===== src/rtl/dma_wdata_realigner.sv =====
// Realigns a byte-packed input stream to an arbitrary destination byte address as AXI-style write bursts.
// Latency: one cycle from input accept (or flush issue) to w_valid; aw_valid one cycle after run.
// Backpressure: w_ready low holds the output register and drops in_ready; aw waits for aw_ready.
module dma_wdata_realigner #(
    parameter int ADDR_W     = 32,
    parameter int DATA_W     = 32,
    parameter int LEN_W      = 8,
    parameter int MAX_BEATS  = 256,
    parameter int BOUNDARY_W = 12
) (
    input  logic                clk,
    input  logic                rst,
    input  logic                clear,
    input  logic                run,
    input  logic [ADDR_W-1:0]   start_addr,
    input  logic [ADDR_W-1:0]   nbytes,
    output logic                busy,
    output logic                done,
    input  logic                in_valid,
    input  logic [DATA_W-1:0]   in_data,
    output logic                in_ready,
    output logic                aw_valid,
    output logic [ADDR_W-1:0]   aw_addr,
    output logic [LEN_W-1:0]    aw_len,
    input  logic                aw_ready,
    output logic                w_valid,
    output logic [DATA_W-1:0]   w_data,
    output logic [DATA_W/8-1:0] w_strb,
    output logic                w_last,
    input  logic                w_ready
);
    localparam int NB   = DATA_W / 8;
    localparam int OW   = $clog2(NB);
    localparam int SH_W = OW + 4;

    typedef enum logic [1:0] {IDLE, ADDR, DATA, FIN} state_t;
    state_t state, state_nxt;

    logic [OW-1:0]     off, endl;
    logic [ADDR_W-1:0] addr, t_tot, i_tot, t_rem, k;
    logic [LEN_W:0]    blen, iss_cnt;
    logic [DATA_W-1:0] prev;
    logic              zero_done;

    logic [ADDR_W-1:0] t_calc, i_calc;
    logic [ADDR_W:0]   bnd_beats, burst_b;
    logic              cur_is_in, issue_ok, fire, last_hs;
    logic [DATA_W-1:0] cur, beat_dat;
    logic [2*DATA_W-1:0] cat;
    logic [SH_W-1:0]   sh;
    logic [OW:0]       rs;
    logic [NB-1:0]     ones, beat_strb;

    // Widened by one bit so the rounding add cannot wrap for large nbytes.
    assign t_calc = ADDR_W'(({1'b0, nbytes} + (ADDR_W+1)'(start_addr[OW-1:0])
                             + (ADDR_W+1)'(NB-1)) >> OW);
    assign i_calc = ADDR_W'(({1'b0, nbytes} + (ADDR_W+1)'(NB-1)) >> OW);

    always_comb begin
        bnd_beats = (((ADDR_W+1)'(1) << BOUNDARY_W) - (ADDR_W+1)'(addr[BOUNDARY_W-1:0])) >> OW;
        burst_b   = {1'b0, t_rem};
        if (bnd_beats < burst_b)
            burst_b = bnd_beats;
        if ((ADDR_W+1)'(MAX_BEATS) < burst_b)
            burst_b = (ADDR_W+1)'(MAX_BEATS);
    end

    // Beat k is built from input k (or zeros on the flush beat) and the previous input word.
    assign cur_is_in = (k < i_tot);
    assign cur       = cur_is_in ? in_data : '0;
    assign cat       = {cur, prev};
    assign sh        = (SH_W'(NB) - SH_W'(off)) << 3;
    assign beat_dat  = DATA_W'(cat >> sh);
    assign ones      = '1;
    assign rs        = (OW+1)'(NB) - (OW+1)'(endl);

    always_comb begin
        beat_strb = '1;
        if (k == '0)
            beat_strb = beat_strb & (ones << off);
        if (k == t_tot - ADDR_W'(1) && endl != '0)
            beat_strb = beat_strb & (ones >> rs);
    end

    assign issue_ok = (state == DATA) && (iss_cnt < blen) && (!w_valid || w_ready);
    assign in_ready = issue_ok && cur_is_in;
    assign fire     = issue_ok && (!cur_is_in || in_valid);
    assign last_hs  = w_valid && w_ready && w_last;

    assign aw_valid = (state == ADDR);
    assign aw_addr  = aw_valid ? addr : '0;
    assign aw_len   = aw_valid ? LEN_W'(burst_b - (ADDR_W+1)'(1)) : '0;
    assign busy     = (state == ADDR) || (state == DATA);
    assign done     = (state == FIN) || zero_done;

    always_comb begin
        state_nxt = state;
        case (state)
            IDLE: if (run && nbytes != '0) state_nxt = ADDR;
            ADDR: if (aw_ready) state_nxt = DATA;
            DATA: if (last_hs) state_nxt = (t_rem == '0) ? FIN : ADDR;
            FIN:  state_nxt = IDLE;
            default: state_nxt = IDLE;
        endcase
    end

    always_ff @(posedge clk or posedge rst) begin
        if (rst) begin
            state     <= IDLE;
            off       <= '0;
            endl      <= '0;
            addr      <= '0;
            t_tot     <= '0;
            i_tot     <= '0;
            t_rem     <= '0;
            k         <= '0;
            blen      <= '0;
            iss_cnt   <= '0;
            prev      <= '0;
            zero_done <= 1'b0;
            w_valid   <= 1'b0;
            w_data    <= '0;
            w_strb    <= '0;
            w_last    <= 1'b0;
        end else if (clear) begin
            state     <= IDLE;
            off       <= '0;
            endl      <= '0;
            addr      <= '0;
            t_tot     <= '0;
            i_tot     <= '0;
            t_rem     <= '0;
            k         <= '0;
            blen      <= '0;
            iss_cnt   <= '0;
            prev      <= '0;
            zero_done <= 1'b0;
            w_valid   <= 1'b0;
            w_data    <= '0;
            w_strb    <= '0;
            w_last    <= 1'b0;
        end else begin
            state     <= state_nxt;
            zero_done <= 1'b0;
            if (state == IDLE && run) begin
                off       <= start_addr[OW-1:0];
                endl      <= OW'(start_addr[OW-1:0] + nbytes[OW-1:0]);
                addr      <= start_addr & ~ADDR_W'(NB-1);
                t_tot     <= t_calc;
                i_tot     <= i_calc;
                t_rem     <= t_calc;
                k         <= '0;
                prev      <= '0;
                zero_done <= (nbytes == '0);
            end
            if (state == ADDR && aw_ready) begin
                blen    <= (LEN_W+1)'(burst_b);
                iss_cnt <= '0;
                addr    <= addr + ADDR_W'(burst_b << OW);
                t_rem   <= t_rem - ADDR_W'(burst_b);
            end
            if (fire) begin
                w_valid <= 1'b1;
                w_data  <= beat_dat;
                w_strb  <= beat_strb;
                w_last  <= (iss_cnt == blen - (LEN_W+1)'(1));
                k       <= k + ADDR_W'(1);
                iss_cnt <= iss_cnt + (LEN_W+1)'(1);
                if (cur_is_in)
                    prev <= in_data;
            end else if (w_ready) begin
                w_valid <= 1'b0;
                w_last  <= 1'b0;
            end
        end
    end
endmodule


===== config.mk =====
export PLATFORM = sky130hd
export DESIGN_NAME = dma_wdata_realigner
export DESIGN_NICKNAME = d
export VERILOG_FILES = /design/src/rtl/dma_wdata_realigner.sv
export SDC_FILE = /design/constraint.sdc
export NUM_CORES = 1
export LEC_CHECK = 0
export ABC_AREA = 1
export CORE_MARGIN = 10
export CORE_UTILIZATION = 59
export CTS_BUF_LIST = sky130_fd_sc_hd__clkbuf_8 sky130_fd_sc_hd__clkbuf_16
export DETAILED_ROUTE_END_ITERATION = 16
export PLACE_DENSITY = 0.81
export SYNTH_ARGS = -nofsm -noshare
export SYNTH_HDL_FRONTEND = slang
export SYNTH_SLANG_ARGS = --single-unit

===== constraint.sdc =====
create_clock -name clk -period 12 [get_ports clk]
set_input_delay 2.4 -clock clk [delete_from_list [all_inputs] [get_ports clk]]
set_output_delay 2.4 -clock clk [all_outputs]
set_load 0.1 [all_outputs]

== After elaboration in Yosys (flattened, before gate mapping) ==
Index checks and enable logic that the tools add are counted.

* Bits in registers: 255
* Bits in latches: 0
* Bits in writable memories: 0
* Memory bits (read-only): 0
* Logic and storage cells: 125
* Memories kept: 0

* Add/sub/neg operators: 14
* Multipliers: 0
* Div/mod/pow operators: 0
* Magnitude comparators: 4
* Eq/ne operators: 8
* Shift operators: 3
* Muxes and demuxes: 49
* Bitwise operators: 1
* Reductions and logical operators: 30

{| class="wikitable"
|+ Operators by type and width
! cell !! count
|-
| $mux W32 || 22
|-
| $logic_not A32 Y1 || 3
|-
| $shr A64 B6 Y32 || 1
|-
| $mux W9 || 5
|-
| $add A32 B2 Y33 || 1
|-
| $add A32 B2 Y33 const B || 1
|-
| $add A33 B2 Y33 const B || 1
|-
| $add A32 B1 Y32 const B || 1
|-
| $add A32 B32 Y32 || 1
|-
| $eq A32 B32 Y1 || 1
|-
| $lt A31 B32 Y1 || 1
|-
| $lt A32 B32 Y1 || 1
|-
| $lt A9 B32 Y1 const A || 1
|-
| $reduce_bool A32 Y1 || 1
|-
| $sub A32 B1 Y32 const B || 1
|-
| $sub A32 B32 Y32 || 1
|-
| $mux W2 || 9
|-
| $mux W4 || 4
|-
| $sub A13 B12 Y14 const A || 1
|-
| $reduce_bool A3 Y1 || 4
|-
| $logic_and A1 B1 Y1 || 10
|-
| $add A9 B1 Y9 const B || 1
|-
| $eq A9 B9 Y1 || 1
|-
| $lt A9 B9 Y1 || 1
|-
| 19 further kinds || 35
|}

== Logic depth before layout (Yosys ltp) ==
Gate-level depths: netlist (run 1).

* Depth in word-level cells: 8
* Gate-level depth with buffers: 45
* Depth with buffers taken out: 44

== Worst setup path before layout (run 1) ==
No wires, ideal clock.

* Path kind: flip-flop to output port
* Start point: register addr[3]
* End point: output port aw_len[4]
* Data arrival time: 5.511 ns
* Required time: 9.600 ns
* Setup slack: 4.089 ns
* Stages on the path, launching flop included: 25
* Buffers on the path: 1
* Path through: dfrtp_1 -> nor3_2 -> nand3_1 -> nor2_1 -> nand3_1 -> xor2_1 -> ha_1 -> nand2_1 -> nor3_1 -> nand2_2 -> nand2_4 -> nand2_4 -> buf_6 -> nand2_1 -> o21ai_2 -> nor2_4 -> nand2_2 -> nand2_4 -> inv_2 -> nor2_1 -> inv_1 -> ha_1 -> nand2_1 -> nor3_1 -> nor3_1

* Cells in the longest elaborated chain, start to end: 7

{| class="wikitable"
|+ RTL lines
! element !! RTL line !! source
|-
| start, declared || 40 || <nowiki>logic [ADDR_W-1:0] addr, t_tot, i_tot, t_rem, k;</nowiki>
|-
| start signal, assigned || 148 || <nowiki>addr <= start_addr & ~ADDR_W'(NB-1);</nowiki>
|-
| start signal, assigned || 159 || <nowiki>addr <= addr + ADDR_W'(burst_b << OW);</nowiki>
|-
| $sub A13 B12 Y14 (*) || 60 || <nowiki>bnd_beats = (((ADDR_W+1)'(1) << BOUNDARY_W) - (ADDR_W+1)'(addr[BOUNDARY_W-1:0])) >> OW;</nowiki>
|-
| $lt A31 B32 Y1 || 62 || <nowiki>if (bnd_beats < burst_b)</nowiki>
|-
| $mux W32 (*) || 62 ||
|-
| $lt A9 B32 Y1 || 64 || <nowiki>if ((ADDR_W+1)'(MAX_BEATS) < burst_b)</nowiki>
|-
| $mux W32 (*) || 64 ||
|-
| $sub A8 B1 Y8 (*) || 92 || <nowiki>assign aw_len = aw_valid ? LEN_W'(burst_b - (ADDR_W+1)'(1)) : '0;</nowiki>
|-
| $mux W8 (*) || 92 ||
|-
| end, declared || 24 || <nowiki>output logic [LEN_W-1:0] aw_len,</nowiki>
|}

Every way passes the cells marked *; elsewhere a longest branch is shown, timed or not.

== Worst setup path after layout (run 1) ==
* Start point: register addr[3]
* End point: output port aw_len[6]

The elaborated chain is that of the path after synthesis.

==> out/metrics.cfg, run 1 <==
[clocking]
cts_root_buffer = sky130_fd_sc_hd__clkbuf_16
cts.repair.resized = 0
max_buffers_root_to_sink = 3
clock_tree.htree_level_count = 1
cts_post_setup_buffers_inserted = 0
cts_tree = done
clkLatencyLatePin_ns = 0.57
clk_transition_reported_paths_ns = 0.06
cts_inserted_buffers = 30
cts.hold.buffers_added = 0
cts_num_sinks = 251

[placed_design]
dp.final_hpwl_um = 49200
postPlaceCellArea_sq_um = 22300
io_buffers = 182
globalplace.congestion = 1.03

[worst_setup_path]
timing.critical_path.from = addr[3]
path_buf_inv = 4
cp-start-kind = flip-flop
critical_path.top_delay_family = simple AND/OR/NAND/NOR gates
crit_path_max_incr_delay_ns = 1.15
timing.critical_path.required_ns = 9.60
regToRegStartpoint = addr[3]
arr_time_crit_path_ns = 6.07
critical_path_peak_fanout = 14
cpMaxStageDelayCell = sky130_fd_sc_hd__clkdlybuf4s50_1
timing.critical_path.to_type = output pin
worst-setup-path-type = flip-flop to output pin
cell_occurring_most_often_along_the_worst_timing_path = sky130_fd_sc_hd__nand2_1

[worst_hold_path]
hold_path_class = flip-flop to flip-flop
min-delay-start = w_data[2]

[routing]
final_antenna_net_count = 0
routed_wirelength_um = 66700
detail_route.first_pass.iterations = 6
initialDrtViolationCount = 2120
routedWlPerCell_um = 18.9
detailroute.via_count = 20800
remaining_drc_errors = 0
viasPerCell = 5.89

[sta]
timing.final.max_slew_violations = 0
report.final.setup_viol = 0
finalCriticalPeriod_ns = 8.47
timing.max_slew.rel_slack_pct = 22.9
timing.final.crit_share_pct = 70.6
fmaxAchievable_ghz = 0.118
worst-slew-pin-transition_ns = 1.16
grt_setup_unrepaired = no
final.setup_skew_ns = 0.0135
fin_tns_setup_ns = 0
report.final.hold_viol_count = 0

[finish]
syn2layout_area_growth_pct = 16.8
final_layout_fill_cell_count = 2869
nNetsFinal = 3296
final_layout_size_suffix_gt1_share_pct = 4.03
final_cell_area_sq_um = 23300

[logic_synthesis]
synth_enable_flop_cells = 0
netlist_area_sq_um = 20000
yosysTopAreaCellShare_pct = 31.4
synth_most_common_cell = sky130_fd_sc_hd__nand2_1
synth-warning-count = 0
netlist_instances = 2880
synth_largest_area_cell = sky130_fd_sc_hd__dfrtp_1
synthesis.area_per_instance_sq_um = 6.94
synth.top_cells.by_area = sky130_fd_sc_hd__dfrtp_1 (31%), sky130_fd_sc_hd__nand2_1 (12%), sky130_fd_sc_hd__ha_1 (8.3%)
synth.ff_latch_count = 251
main_synth_ff_type = sky130_fd_sc_hd__dfrtp_1
ys_seq_area_share_pct = 31.4
netlist-cell-type-count = 58
ys_top_cells_by_count = sky130_fd_sc_hd__nand2_1 (622), sky130_fd_sc_hd__inv_1 (368), sky130_fd_sc_hd__o21ai_0 (305)
ys_async_sr_fraction_pct = 100

[outcome]
status = complete, no violations

[global_routing]
global_route_wire_length_before_repair_um = 107000
grt_max_degree = 118
antenna_found_initial = 4
grt-ovfl-total = 0
track_usage_pct = 31.3
via_count_of_the_first_global_routing_pass = 20000

[job]
cap_viol_max_count = 0

[die]
initial_utilization_pct = 59.8
chipWidth_um = 204
num_rows = 67
dieArea_sq_um = 41600
core_region_area_sq_um = 33400
chipHeight_um = 204
ioPinCount = 185

[pwr]
peakVddDrop_mv = 0.358
power_leakage_nw = 11.1
total_power_divided_by_cell_area_nw_per_um2 = 198

## final timing paths
check	slack, ns	to	cells past startpoint
worst max-delay path	3.53	aw_len[6]	26
worst min-delay path	0.48	w_data[2]	2
worst max register to register	5.57	t_rem[23]	39
worst min register to register	0.48	w_data[2]	2
max in group asynchronous	8.09	iss_cnt[7]	3
min in group asynchronous	2.42	prev[16]	2
## metrics by stage
stage / hold WS (ns) / util (%) / total power [W] / setup WS (ns) / cells
floorplan: 0.446 / - / 0.00298 / 2.70 / 2926
global placement: 0.466 / 66.8 / 0.00355 / 4.32 / 3473
detailed placement: 0.465 / 66.8 / 0.00361 / 4.16 / 3473
CTS: 0.488 / 69.8 / 0.00457 / 3.54 / 3527
global route: 0.519 / 69.8 / 0.00493 / 3.06 / 3527
finish: 0.483 / 69.8 / 0.00462 / 3.53 / 3528
## state kept, by name, indices dropped and copies added (netlist names)
signal,count
w_data,32
t_tot,31
blen,9
k,32
w_strb,4
t_rem,32
endl,2
zero_done,1
w_valid,1
iss_cnt,9
addr,30
state,2
prev,32
off,2
i_tot,31
w_last,1
## cells in the final DEF, fill, tap and decap left out, types with 9 or more instances in the layout
master / n
sky130_fd_sc_hd__a211oi_1: 12
sky130_fd_sc_hd__a21oi_1: 190
sky130_fd_sc_hd__a22o_1: 10
sky130_fd_sc_hd__buf_4: 25
sky130_fd_sc_hd__clkbuf_16: 31
sky130_fd_sc_hd__clkdlybuf4s50_1: 182
sky130_fd_sc_hd__conb_1: 48
sky130_fd_sc_hd__dfrtp_1: 251
sky130_fd_sc_hd__ha_1: 133
sky130_fd_sc_hd__inv_1: 374
sky130_fd_sc_hd__nand2_1: 622
sky130_fd_sc_hd__nand3_1: 125
sky130_fd_sc_hd__nand4_1: 29
sky130_fd_sc_hd__nor2_1: 259
sky130_fd_sc_hd__nor3_1: 56
sky130_fd_sc_hd__nor4_1: 34
sky130_fd_sc_hd__o211ai_1: 9
sky130_fd_sc_hd__o21ai_0: 305
sky130_fd_sc_hd__o21ai_1: 17
sky130_fd_sc_hd__o22ai_1: 76
sky130_fd_sc_hd__o31ai_1: 14
sky130_fd_sc_hd__xnor2_1: 21
sky130_fd_sc_hd__xor2_1: 119
## routing by layer
| layer | routed length (um) | part of all wire, % | up-vias | track usage (%) |
|---|---|---|---|---|
| li1 | - | - | 9899 | - |
| met1 | 28600 | 43 | 9791 | 42.6 |
| met2 | 30200 | 45 | 955 | 49.9 |
| met3 | 5620 | 8.4 | 140 | 5.04 |
| met4 | 2170 | 3.2 | 6 | 10.1 |
| met5 | 50 | 0.075 | - | 0 |
## cells by family (layout without fill, tap and decap cells)
kind of cell    count (synthesis)  in the layout  share of synthesized area, %
buf+inv                       486            639                          9.25
xor+xnor                      140            140                          6.14
other cells                     2             49                        0.0376
flops                         251            251                          31.4
fa+ha+maj                     136            136                          8.63
compound gates                687            687                          19.2
simple gates                 1178           1178                          25.3
## final cells by class
type / count / area [sq um] / share of cell area, %
multi-input cells: 2189 / 12100 / 51.6
clock buffers: 36 / 845 / 3.62
inverters: 378 / 1430 / 6.11
well taps: 448 / 561 / 2.40
diodes: 1 / 2.50 / 0.0107
flip-flops and latches: 251 / 6280 / 26.9
clock inverters: 18 / 165 / 0.708
repair buffers: 207 / 2010 / 8.61
## tightest hold or removal path: cells and delay by family, from the launching register on
family | cells | cell delay [ns]
AND/OR/NAND/NOR | 2 | 0.11
flip-flops | 1 | 0.34
## power breakdown
group | total, W | internal [W] | leakage (nW) | switching [W]
Combinational | 0.00259 | 0.000782 | 7.17 | 0.00180
Sequential | 0.00109 | 0.000968 | 3.43 | 0.000120
Clock | 0.000946 | 0.000559 | 0.522 | 0.000387
(Power assumes the default switching activity.)
==> run 2: changes to the inputs <==
--- a/config.mk
+++ b/config.mk
@@ -7,10 +7,10 @@
 export LEC_CHECK = 0
 export ABC_AREA = 1
 export CORE_MARGIN = 10
-export CORE_UTILIZATION = 59
+export CORE_UTILIZATION = 54
 export CTS_BUF_LIST = sky130_fd_sc_hd__clkbuf_8 sky130_fd_sc_hd__clkbuf_16
 export DETAILED_ROUTE_END_ITERATION = 16
-export PLACE_DENSITY = 0.81
+export PLACE_DENSITY = 0.78
 export SYNTH_ARGS = -nofsm -noshare
 export SYNTH_HDL_FRONTEND = slang
 export SYNTH_SLANG_ARGS = --single-unit
==> constraint.sdc (replaced) <==
create_clock -name clk -period 6.9 [get_ports clk]
set_input_delay 1.38 -clock clk [delete_from_list [all_inputs] [get_ports clk]]
set_output_delay 1.38 -clock clk [all_outputs]
set_load 0.1 [all_outputs]
==> out/metrics.cfg, run 2 (synthesis gave the netlist of run 1 again) <==
[die]
ioPinCount = 185  ; unchanged
num_rows = 70  ; +4.5%
dieArea_sq_um = 45100  ; +8.3%
core_region_area_sq_um = 36500  ; +9.2%
chipWidth_um = 212  ; +4.1%
initial_utilization_pct = 54.7  ; -5.0 points
chipHeight_um = 212  ; +4.1%

[routing]
routedWlPerCell_um = 19.3  ; +1.9%
top_layer_used = met4
initialDrtViolationCount = 1829  ; -14%
final_antenna_net_count = 0  ; unchanged
routed-wl-met2_um = 31500  ; +4.1%
routed_wirelength_um = 68400  ; +2.6%
viasPerCell = 5.81  ; -1.4%
remaining_drc_errors = 0  ; unchanged
detailroute.wirelength.met3_um = 5130  ; -8.7%
detailroute.via_count = 20600  ; -0.80%
detail_route.first_pass.iterations = 6  ; unchanged
wirelength_met1_um = 29300  ; +2.7%

[sta]
grt_setup_unrepaired = no
timing.max_slew.rel_slack_pct = 19.2  ; -3.7 points
finalCriticalPeriod_ns = 6.44
report.final.setup_viol = 0  ; unchanged
timing.final.crit_share_pct = 93.4
worst-slew-pin-transition_ns = 1.20  ; +0.0456 ns
final.setup_skew_ns = 0.0350  ; +0.0215 ns
fin_tns_setup_ns = 0  ; unchanged
timing.final.max_slew_violations = 0  ; unchanged
finalWorstSetupSlack_ns = 0.457  ; -3.07 ns
fmaxAchievable_ghz = 0.155
report.final.hold_viol_count = 0  ; unchanged

[global_routing]
grt-ovfl-total = 0  ; unchanged
track_usage_pct = 29.8  ; -1.4 points
grt_max_degree = 145  ; +23%
via_count_of_the_first_global_routing_pass = 19800  ; -0.76%
global_route_wire_length_before_repair_um = 108000  ; +0.80%
antenna_found_initial = 1  ; -3

[pwr]
total_power_divided_by_cell_area_nw_per_um2 = 342  ; +73%
power_leakage_nw = 11.1  ; +0.20%
peakVddDrop_mv = 0.332  ; -7.2%

[outcome]
status = complete, no violations

[placed_design]
io_buffers = 182  ; unchanged
globalplace.congestion = 0.968  ; -5.9%
dp.final_hpwl_um = 51800  ; +5.4%
place_worst_setup_slack_ns = 0.720  ; -3.44 ns

[finish]
nNetsFinal = 3302  ; +0.18%
mostFrequentLayoutCells = sky130_fd_sc_hd__nand2_1 (622), sky130_fd_sc_hd__inv_1 (371), sky130_fd_sc_hd__o21ai_0 (305), sky130_fd_sc_hd__nor2_1 (257), sky130_fd_sc_hd__dfrtp_1 (251)
antenna_diode_count = 0  ; -1
final_layout_fill_cell_count = 3342  ; +16%
layout_commonest_cell = sky130_fd_sc_hd__nand2_1
final_layout_size_suffix_gt1_share_pct = 4.57  ; +0.55 points
syn2layout_area_growth_pct = 17.0

[worst_setup_path]
r2r_slack_ns = 0.66  ; -4.91 ns
regToRegStartpoint = addr[3]
rr_worst_depth = 38  ; -2.6%
timing.critical_path.required_ns = 5.52  ; -4.08 ns
critical_path.top_delay_family = simple AND/OR/NAND/NOR gates
arr_time_crit_path_ns = 5.06  ; -1.01 ns
cp-start-kind = flip-flop
timing.critical_path.to_type = output pin
critical_path_peak_fanout = 14  ; unchanged
cell_occurring_most_often_along_the_worst_timing_path = sky130_fd_sc_hd__nand2_4
cpMaxStageDelayCell = sky130_fd_sc_hd__dfrtp_1
crit_path_max_incr_delay_ns = 0.46  ; -0.69 ns
r2r-end = t_rem[23]
path_buf_inv = 3  ; -1
worst-setup-path-type = flip-flop to output pin
crit_path_cell_trace = nor3_2 > nand3_1 > nor2_1 > nand3_1 > xor2_1 > ha_1 > nand2_1 > nor3_1 > nand2_2 > nand2_4 > nand2_4 > nand2_1 > o21ai_2 > nor2_4 > nand2_2 > nand2_4 > inv_2 > nor2_2 > inv_1 > ha_1 > or2_2 > a21oi_1 > buf_4

[clocking]
cts_inserted_buffers = 30  ; unchanged
cts_tree = done
clkLatencyLatePin_ns = 0.61  ; +0.04 ns
clk_transition_reported_paths_ns = 0.06  ; about the same
max_buffers_root_to_sink = 3  ; unchanged
cts_root_buffer = sky130_fd_sc_hd__clkbuf_16
clock_tree.htree_level_count = 1  ; unchanged
cts_post_setup_buffers_inserted = 0  ; unchanged
cts_num_sinks = 251  ; unchanged

[worst_hold_path]
min-delay-start = w_data[20]
hold_depth = 2  ; unchanged
hold_path_class = flip-flop to flip-flop
min_to = w_data[20]

[job]
cap_viol_max_count = 0  ; unchanged

run 2: changes by cell type in the layout (fill, tap and decap cells not counted), sizes merged:
cell           change
clkdlybuf4s50      -8
clkbuf             +5
clkinv             -2
buf               +14
diode              -1
clkinvlp           +1
bufinv             -2
inv                -4
run 2: timing repair:
item,CTS,global route
gates resized for setup,0,1
hold buffers,0,0
setup endpoints to repair,0,3
run 2: worst max path at each step:
stage / startpoint / to / depth (start not counted)
after floorplan: addr[3] / aw_len[4] / 24
after global placement: addr[3] / t_rem[23] / 40
after detailed placement: addr[3] / t_rem[23] / 38
after CTS: addr[3] / aw_len[2] / 23
after global routing: addr[3] / t_rem[23] / 40
final: addr[3] / aw_len[2] / 23
run 2: through the flow:
stage                     cells  util [%]  instance area, sq um  power (W)  hold WS [ns]
after floorplan            2926         -                 20200    0.00519         0.446
after global placement     3499      61.3                 22400    0.00620         0.472
after detailed placement   3499      61.3                 22400    0.00630         0.466
after CTS                  3551      64.0                 23400    0.00792         0.491
after global routing       3551      64.0                 23400    0.00857         0.506
final                      3551      64.0                 23400    0.00799         0.486
run 2: routing by layer:
layer	GRT usage [%]	vias to the layer above
met4	10.3	0
li1	-	9920
met5	0	-
met1	39.6	9794
met2	48.3	785
met3	4.90	126
run 2: area by class of cell:
cell class                 instances  area (sq um)  share of cell area (%)
tap                              468           586                    2.50
multi-input combinational       2189         12100                    51.5
clock buffer                      41           902                    3.86
sequential                       251          6280                    26.9
clock inverter                    11          91.3                   0.391
timing repair buffer             213          2050                    8.75
inverter                         378          1420                    6.08
run 2: power by group:
part | total [W] | switching [W] | leakage (nW) | internal (W)
logic | 0.00450 | 0.00313 | 7.21 | 0.00136
registers | 0.00189 | 0.000202 | 3.43 | 0.00168
clock network | 0.00161 | 0.000669 | 0.503 | 0.000939
run 2: worst min-delay path: stages (launching register included):
cell                      delay [ns]
sky130_fd_sc_hd__dfrtp_1        0.35
sky130_fd_sc_hd__nand2_1        0.06
sky130_fd_sc_hd__nand2_1        0.05
